<file path="src/rtl/if_id_buffer.sv">
// IF/ID pipeline register: captures the fetched word, immediate and next PC,
// with stall hold, flush bubbles and an interrupt-entry bubble drain.
module if_id_buffer #(
  parameter int unsigned      INST_W      = 16,
  parameter int unsigned      PC_W        = 32,
  parameter logic [INST_W-1:0] NOP_WORD   = 16'h0000,
  parameter int unsigned      INT_BUBBLES = 2
) (
  input  logic              clk,
  input  logic              rst,
  input  logic              stall,
  input  logic              flush,
  input  logic              interruptBit,
  input  logic [INST_W-1:0] instrIn,
  input  logic [INST_W-1:0] immIn,
  input  logic [PC_W-1:0]   pcIn,
  input  logic [PC_W-1:0]   samePcIn,
  output logic [INST_W-1:0] instrOut,
  output logic [INST_W-1:0] immOut,
  output logic [PC_W-1:0]   pcOut,
  output logic              validOut,
  output logic [PC_W-1:0]   savedPc,
  output logic              intActive
);

  localparam int unsigned CNT_W = 3;

  localparam logic [0:0] RUN   = 1'b0;
  localparam logic [0:0] DRAIN = 1'b1;

  logic [0:0]        state_q, state_d;
  logic [CNT_W-1:0]  cnt_q, cnt_d;
  logic [INST_W-1:0] instr_d, imm_d;
  logic [PC_W-1:0]   pc_d, saved_d;
  logic              valid_d, int_d;

  // Next-state and next-output selection; everything holds unless told otherwise
  always_comb begin
    state_d = state_q;
    cnt_d   = cnt_q;
    instr_d = instrOut;
    imm_d   = immOut;
    pc_d    = pcOut;
    valid_d = validOut;
    saved_d = savedPc;
    int_d   = intActive;
    case (state_q)
      RUN: begin
        if (flush) begin
          instr_d = NOP_WORD;
          imm_d   = '0;
          valid_d = 1'b0;
          pc_d    = pcIn;
        end else if (interruptBit) begin
          // Return to the interrupted word so it is re-fetched afterwards
          saved_d = samePcIn;
          instr_d = NOP_WORD;
          imm_d   = '0;
          valid_d = 1'b0;
          cnt_d   = CNT_W'(INT_BUBBLES - 1);
          int_d   = 1'b1;
          state_d = DRAIN;
        end else if (!stall) begin
          instr_d = instrIn;
          imm_d   = immIn;
          pc_d    = pcIn;
          valid_d = 1'b1;
        end
      end
      DRAIN: begin
        if (!stall && cnt_q == '0) begin
          // Drain complete: this edge already behaves as a normal RUN edge
          state_d = RUN;
          int_d   = 1'b0;
          if (flush) begin
            instr_d = NOP_WORD;
            imm_d   = '0;
            valid_d = 1'b0;
            pc_d    = pcIn;
          end else begin
            instr_d = instrIn;
            imm_d   = immIn;
            pc_d    = pcIn;
            valid_d = 1'b1;
          end
        end else begin
          instr_d = NOP_WORD;
          imm_d   = '0;
          valid_d = 1'b0;
          if (flush) pc_d = pcIn;
          if (!stall) cnt_d = cnt_q - CNT_W'(1);
        end
      end
      default: state_d = RUN;
    endcase
  end

  // State and output registers
  always_ff @(posedge clk or negedge rst) begin
    if (!rst) begin
      state_q   <= RUN;
      cnt_q     <= '0;
      instrOut  <= NOP_WORD;
      immOut    <= '0;
      pcOut     <= '0;
      validOut  <= 1'b0;
      savedPc   <= '0;
      intActive <= 1'b0;
    end else begin
      state_q   <= state_d;
      cnt_q     <= cnt_d;
      instrOut  <= instr_d;
      immOut    <= imm_d;
      pcOut     <= pc_d;
      validOut  <= valid_d;
      savedPc   <= saved_d;
      intActive <= int_d;
    end
  end

endmodule

</file>
<file path="config.mk">
export PLATFORM = sky130hd
export DESIGN_NAME = if_id_buffer
export DESIGN_NICKNAME = d
export VERILOG_FILES = /design/src/rtl/if_id_buffer.sv
export SDC_FILE = /design/constraint.sdc
export NUM_CORES = 1
export LEC_CHECK = 0
export BUFFER_PORTS_ARGS = -buffer_cell sky130_fd_sc_hd__clkbuf_2
export CAP_MARGIN = 20
export CORE_ASPECT_RATIO = 2
export CORE_UTILIZATION = 49
export DETAILED_ROUTE_END_ITERATION = 8
export MAX_ROUTING_LAYER = met4
export PLACE_DENSITY = 0.87
export SYNTH_ARGS = -nofsm -noshare
export SYNTH_HDL_FRONTEND = slang
export SYNTH_SLANG_ARGS = --single-unit
</file>
<file path="constraint.sdc">
create_clock -name clk -period 2.7 [get_ports clk]
set_clock_uncertainty 0.1 [all_clocks]
set_input_delay 0.54 -clock clk [delete_from_list [all_inputs] [get_ports clk]]
set_output_delay 0.54 -clock clk [all_outputs]
set_load 0.02 [all_outputs]
</file>
==> results.txt, run 1 <==
----------------------------------------------------
[STA]
  Final period utilization ... between 80% and 90%
  Slew at the pin closest to its max-slew limit ... about 630 ps
  Setup violation total in the final timing report ... 0
  Total Neg Setup Slack ... 0 ps
  Unrepaired setup endpoints after global routing ... no
  Number of hold violations in the final report ... 0
  Number of max-slew violations in the final report ... 0
  Maximum achievable frequency ... 446 MHz
  Time the final worst path needs with I/O delays and setup ... roughly 2200 ps
  Max_slew headroom ... 58.1%

[Hold path]
  Class of the worst hold path ... input port to async pin

[Worst setup path]
  Critical path launch point type ... flop
  WP data arrival ... 2360 ps
  Worst-case reg-to-reg path depth ... 7
  Crit path launch ... cnt_q[0]
  Data required time at the worst endpoint ... approximately 2800 ps
  Critical Path Sink Type ... flop
  R2R setup slack ... roughly 460 ps
  End point of the critical path ... pcOut[11]
  Max Fanout on Critical Path ... 17
  Reg2Reg Launch Point ... cnt_q[0]
  Worst setup path class ... flop to flop
  Capturing point of the worst reg2reg path ... pcOut[11]

[Floorplan]
  Area of the die ... roughly 0.0084 mm²
  Height of the die ... approximately 130 µm
  Number of rows created at floorplan ... 45
  Boundary pin count ... about 200
  Effective utilization at floorplan ... about half
  Chip width ... ~65 µm
  Core footprint ... roughly 0.0077 mm²

[Placed design]
  Number of port buffers ... roughly 200
  Global placement routability congestion ... around 0.84
  Post-place instance area ... 0.00504 mm²
  Detailed placer's ending HPWL ... between 6 and 7 mm

[Route]
  Detailed-route wire length per cell ... 16.3 µm
  Total wire length ... between 8 and 9 mm
  Number of optimization iterations in the first detailed-route pass ... 4
  Number of vias after detailed routing ... approximately 2800
  Mean number of vias per cell ... 5.16
  Antenna violation net count after detailed routing ... 0
  Total DRC errors in the routed layout ... 0
  1st-iter DRT viols ... between 100 and 150

[Outcome]
  Result of the run ... finished clean

[Global route]
  Antenna violations before repair ... 0
  Vias in the first global route ... ~2800
  Remaining global-route overflow ... 0
  Overall fraction of global-route tracks in use ... 22.4%
  Wire length of the first global-routing pass ... ~14 mm
  Maximum number of pins on one net before global-route repair ... 54

[Logic synthesis]
  Count of mapped cells out of synthesis ... roughly 240
  Mapped Nets ... roughly 340
  #FFs+latches synth ... around 100
  Share of synthesized area occupied by flip-flops and latches ... between 60% and 70%
  Total standard cell area after synthesis ... between 0.003 and 0.004 mm²
  Post-synthesis area per instance ... about 17 µm²
  Number of warnings printed during yosys synthesis ... 0
  Library cells used by synthesis ... 21

[Clock tree]
  Worst-skew pair later-pin latency ... 330 ps
  Post-CTS setup-driven buffer insertion count ... 0
  Clock tree sinks ... 102
  Clock tree from TritonCTS ... yes
  Count of cells resized by post-cts repair ... 0
  Clock slew at reported path FFs ... 70 ps
  CTS Root Cell ... clkbuf_16
  Clock Path Buffers ... 2
  Hold Buf Count CTS ... 0
  Total number of H-tree levels ... 3
  CTS buffer count ... 9

[Final layout]
  Inserted Diodes ... 0
  Area Overhead vs Synth ... 36.5%
  Number of fill cells ... 544
  Ratio of cells with drive above 1 in the final layout ... 65.2%
  Finished Cell Area ... about 0.0054 mm²
  Count of nets after finishing ... 540

[Power and ir drop]
  Peak supply drop ... slightly below 0.0005 V
  Pwr per Cell Area ... slightly above 1000 mW/mm²
  Leak Pwr ... between 2 and 3 nW

[Flow run]
  Number of max-cap violations ... 0

----------------------------------------------------
-- kinds of logic (layout without fill, tap and decap cells) --
family                     Yosys count  after routing  share of synthesized area (%)
buffers and inverters               18            224                           2.58
DFF                                102            102                           64.9
adders and majority gates            2              2                          0.636
AOI/OAI and AO/OA                   39             39                           8.72
and+or+nand+nor                     11             11                           1.94
muxes                               64             64                           21.2
-- cells in the final DEF (no fill, tap or decap), drive strengths merged --
cell type and instances:
nor2b 2, bufinv 2, clkinv 2, mux2 64, nor3b 2, a21oi 1
nand3 1, nor2 1, a22o 32, buf 6, dfrtp 102, clkbuf 206
nand2 2, clkinvlp 2, a21o 3, nor3 1, inv 6, o2bb2ai 2
o31a 1, nor4 2, ha 2
-- sequential cells by signal (all words and copies together) (netlist names) --
register and flops:
cnt_q 3, savedPc 32, validOut 1, intActive 1, immOut 16, pcOut 32, state_q 1, instrOut 16
-- Yosys cell counts, drive strengths merged --
cell | count | area, µm²
nand2 | 2 | 7.51
buf | 12 | 78.8
nand3 | 1 | 5.00
inv | 5 | 18.8
nor3 | 1 | 5.00
a21o | 3 | 22.5
nor4 | 2 | 25.0
o2bb2ai | 2 | 17.5
a22o | 32 | 280
nor2b | 2 | 15.0
a21oi | 1 | 5.00
nor3b | 2 | 15.0
clkbuf | 1 | 3.75
ha | 2 | 25.0
mux2 | 64 | 833
nor2 | 1 | 3.75
dfrtp | 102 | 2550
o31a | 1 | 17.5
-- power breakdown --
part           switching, mW  internal (mW)  total (mW)
clock network          0.548          0.815        1.36
registers              0.266           1.97        2.24
logic                   1.06          0.820        1.88
-- stage by stage --
stage / worst slack [ps] / power [mW] / std cells / util (%) / hold slack [ps]
after global placement: 575 / 4.08 / 520 / 65.9 / 360
after floorplan: 850 / 3.44 / 236 / - / 144
after CTS: 441 / 5.54 / 536 / 70.1 / 133
after detailed placement: 468 / 4.16 / 520 / 65.9 / 373
final: 457 / 5.47 / 536 / 70.1 / 124
after global routing: 372 / 5.74 / 536 / 70.1 / 163
-- worst max-delay path, cell delays in order (launching register included) --
cell,delay (ps)
dfrtp_1,370
inv_1,60
ha_1,210
ha_1,230
nor2b_2,240
o31a_4,370
buf_12,220
mux2_4,310
-- worst min-delay path by stage --
stage	start	endpoint	slack, ps	depth (start not counted)
after global placement	cnt_q[0]	cnt_q[0]	360	1
after CTS	rst	savedPc[14]	130	1
final	rst	savedPc[17]	120	1
after floorplan	rst	cnt_q[0]	140	0
after detailed placement	cnt_q[0]	cnt_q[0]	370	1
after global routing	rst	savedPc[17]	160	1
-- per-layer routing --
layer | part of all wire, % | global-route usage (%) | vias up
met5 | 0 | - | -
met4 | 2.3 | 9.97 | 0
met3 | 4.8 | 4.70 | 17
met2 | 58 | 38.7 | 112
met1 | 35 | 24.0 | 1379
li1 | - | - | 1257
-- final cells by class --
cell class / instances / area (µm²) / area share, %
clock inverter: 7 / 97.6 / 1.82
timing repair buffer: 203 / 1060 / 19.7
clock buffer: 9 / 225 / 4.20
inverter: 5 / 18.8 / 0.350
multi-input combinational: 116 / 1300 / 24.2
tap: 94 / 118 / 2.19
sequential: 102 / 2550 / 47.6
Note: power is estimated with default switching activity, not from simulation.
==> inputs of run 2 (changes only) <==
--- a/config.mk
+++ b/config.mk
@@ -8,10 +8,10 @@
 export BUFFER_PORTS_ARGS = -buffer_cell sky130_fd_sc_hd__clkbuf_2
 export CAP_MARGIN = 20
 export CORE_ASPECT_RATIO = 2
-export CORE_UTILIZATION = 49
+export CORE_UTILIZATION = 45
 export DETAILED_ROUTE_END_ITERATION = 8
 export MAX_ROUTING_LAYER = met4
-export PLACE_DENSITY = 0.87
+export PLACE_DENSITY = 0.81
 export SYNTH_ARGS = -nofsm -noshare
 export SYNTH_HDL_FRONTEND = slang
 export SYNTH_SLANG_ARGS = --single-unit
==> constraint.sdc (replaced) <==
create_clock -name clk -period 2.3 [get_ports clk]
set_clock_uncertainty 0.1 [all_clocks]
set_input_delay 0.46 -clock clk [delete_from_list [all_inputs] [get_ports clk]]
set_output_delay 0.46 -clock clk [all_outputs]
set_load 0.02 [all_outputs]
==> run 2 against run 1 <==
Effect of this change: the flow now finishes with violations (negative hold slack); setup slack worse by 220 ps; sequential share of layout area is 0.22 points lower; combinational power is 19% higher.
==> results.txt, run 2 (synthesis gave the netlist of run 1 again) <==
----------------------------------------------------
[Route]
  Total DRC errors in the routed layout ... 0
  Mean number of vias per cell ... 5.14
  Number of vias after detailed routing ... about 2800
  Antenna violation net count after detailed routing ... 0
  Number of optimization iterations in the first detailed-route pass ... 4
  Detailed-route wire length per cell ... ~16 µm
  1st-iter DRT viols ... 74
  Total wire length ... around 8.7 mm

[Outcome]
  Failing checks ... negative hold slack
  Result of the run ... finished, violations left

[Global route]
  Maximum number of pins on one net before global-route repair ... 52
  Overall fraction of global-route tracks in use ... approximately a fifth
  Remaining global-route overflow ... 0
  Wire length of the first global-routing pass ... ~14 mm
  Antenna violations before repair ... 0
  Vias in the first global route ... 3000

[Worst setup path]
  Reg2Reg Launch Point ... cnt_q[0]
  R2R setup slack ... 240 ps
  End point of the critical path ... pcOut[31]
  Critical path launch point type ... flop
  WP data arrival ... approximately 2200 ps
  Critical Path Sink Type ... flop
  Worst setup path class ... flop to flop
  Worst-case reg-to-reg path depth ... 7
  Capturing point of the worst reg2reg path ... pcOut[31]
  Data required time at the worst endpoint ... approximately 2400 ps
  Max Fanout on Critical Path ... 32
  Crit path launch ... cnt_q[0]

[STA]
  Number of max-slew violations in the final report ... 0
  Unrepaired setup endpoints after global routing ... no
  Setup violation total in the final timing report ... 0
  Post-Route Hold Slack ... -2.56 ps
  Time the final worst path needs with I/O delays and setup ... between 2000 and 2500 ps
  Number of hold violations in the final report ... 2
  Maximum achievable frequency ... slightly below 500 MHz
  Total Neg Setup Slack ... 0 ps
  Slew at the pin closest to its max-slew limit ... 543 ps
  Final period utilization ... between 80% and 90%
  Max_slew headroom ... between 60% and 70%

[Placed design]
  Number of port buffers ... roughly 200
  Detailed placer's ending HPWL ... roughly 6.7 mm
  Post-place instance area ... roughly 0.0051 mm²
  Global placement routability congestion ... approximately 0.78

[Clock tree]
  Clock tree sinks ... 102
  Hold Buf Count CTS ... 0
  Total number of H-tree levels ... 3
  CTS buffer count ... 9
  Worst-skew pair later-pin latency ... 330 ps
  CTS Root Cell ... clkbuf_16
  Clock tree from TritonCTS ... yes
  Post-CTS setup-driven buffer insertion count ... 0
  Clock Path Buffers ... 2
  Count of cells resized by post-cts repair ... 0
  Clock slew at reported path FFs ... around 70 ps

[Floorplan]
  Chip width ... just under 70 µm
  Core footprint ... approximately 0.0084 mm²
  Number of rows created at floorplan ... 47
  Effective utilization at floorplan ... 47.1%
  Height of the die ... approximately 130 µm
  Area of the die ... about 0.009 mm²
  Boundary pin count ... just under 200

[Final layout]
  Area Overhead vs Synth ... 37.2%
  Commonest non-fill, non-tap cells in the layout ... clkbuf_2 (197), dfrtp_1 (102), mux2_2 (34)
  Largest registers ranked by flip-flop count ... pcOut x32, savedPc x32
  Ratio of cells with drive above 1 in the final layout ... 65.1%
  Most common cell after layout, fill and taps aside ... clkbuf_2
  Inserted Diodes ... 0
  Number of fill cells ... about 640
  Count of nets after finishing ... around 540
  Finished Cell Area ... approximately 0.0054 mm²

[Flow run]
  Number of max-cap violations ... 0

[Power and ir drop]
  Peak supply drop ... approximately 0.00055 V
  Tot Pwr ... 6.40 mW
  Leak Pwr ... about 2.9 nW
  Pwr per Cell Area ... about 1200 mW/mm²

[Hold path]
  Class of the worst hold path ... input port to async pin

----------------------------------------------------
## run 2: final cells by class
class / count / area (µm²) / area share [%]
tap: 98 / 123 / 2.27
clock buffer: 10 / 229 / 4.25
clock inverter: 6 / 86.3 / 1.60
sequential: 102 / 2550 / 47.3
inverter: 5 / 18.8 / 0.348
multi-input combinational: 116 / 1300 / 24.1
timing repair buffer: 205 / 1080 / 20.1
## run 2: critical path, cell delays in order, from the launching register on
cell     delay, ps
dfrtp_1        360
inv_1           60
ha_1           190
ha_1           230
nor2b_2        230
o31a_4         180
buf_12         230
mux2_2         360
## run 2: worst min path at each step
stage | from | to | slack, ps | cells past startpoint
after floorplan | rst | cnt_q[0] | 60 | 0
after global placement | cnt_q[0] | cnt_q[0] | 360 | 1
after global routing | rst | savedPc[25] | 50 | 1
after CTS | rst | savedPc[25] | 20 | 1
after detailed placement | validOut | validOut | 370 | 1
final | rst | savedPc[26] | -3 | 1
## run 2: where the power goes
part	switching, mW	total [mW]	internal [mW]
clock	0.613	1.56	0.951
combinational	1.26	2.23	0.972
sequential	0.302	2.61	2.31
total	2.17	6.40	4.23
## run 2: stage by stage
step / util [%] / cells / setup slack (ps)
finish: 64.6 / 542 / 239
global route: 64.6 / 542 / 152
CTS: 64.6 / 542 / 217
detailed placement: 60.8 / 526 / 227
global placement: 60.8 / 526 / 283
floorplan: - / 236 / 450
## run 2: layer usage
layer	GRT usage (%)	routed length, µm	vias up
met2	35.9	4910	131
met3	4.42	487	33
met4	11.3	347	0
li1	-	-	1255
met5	-	0	-
met1	20.9	3000	1366
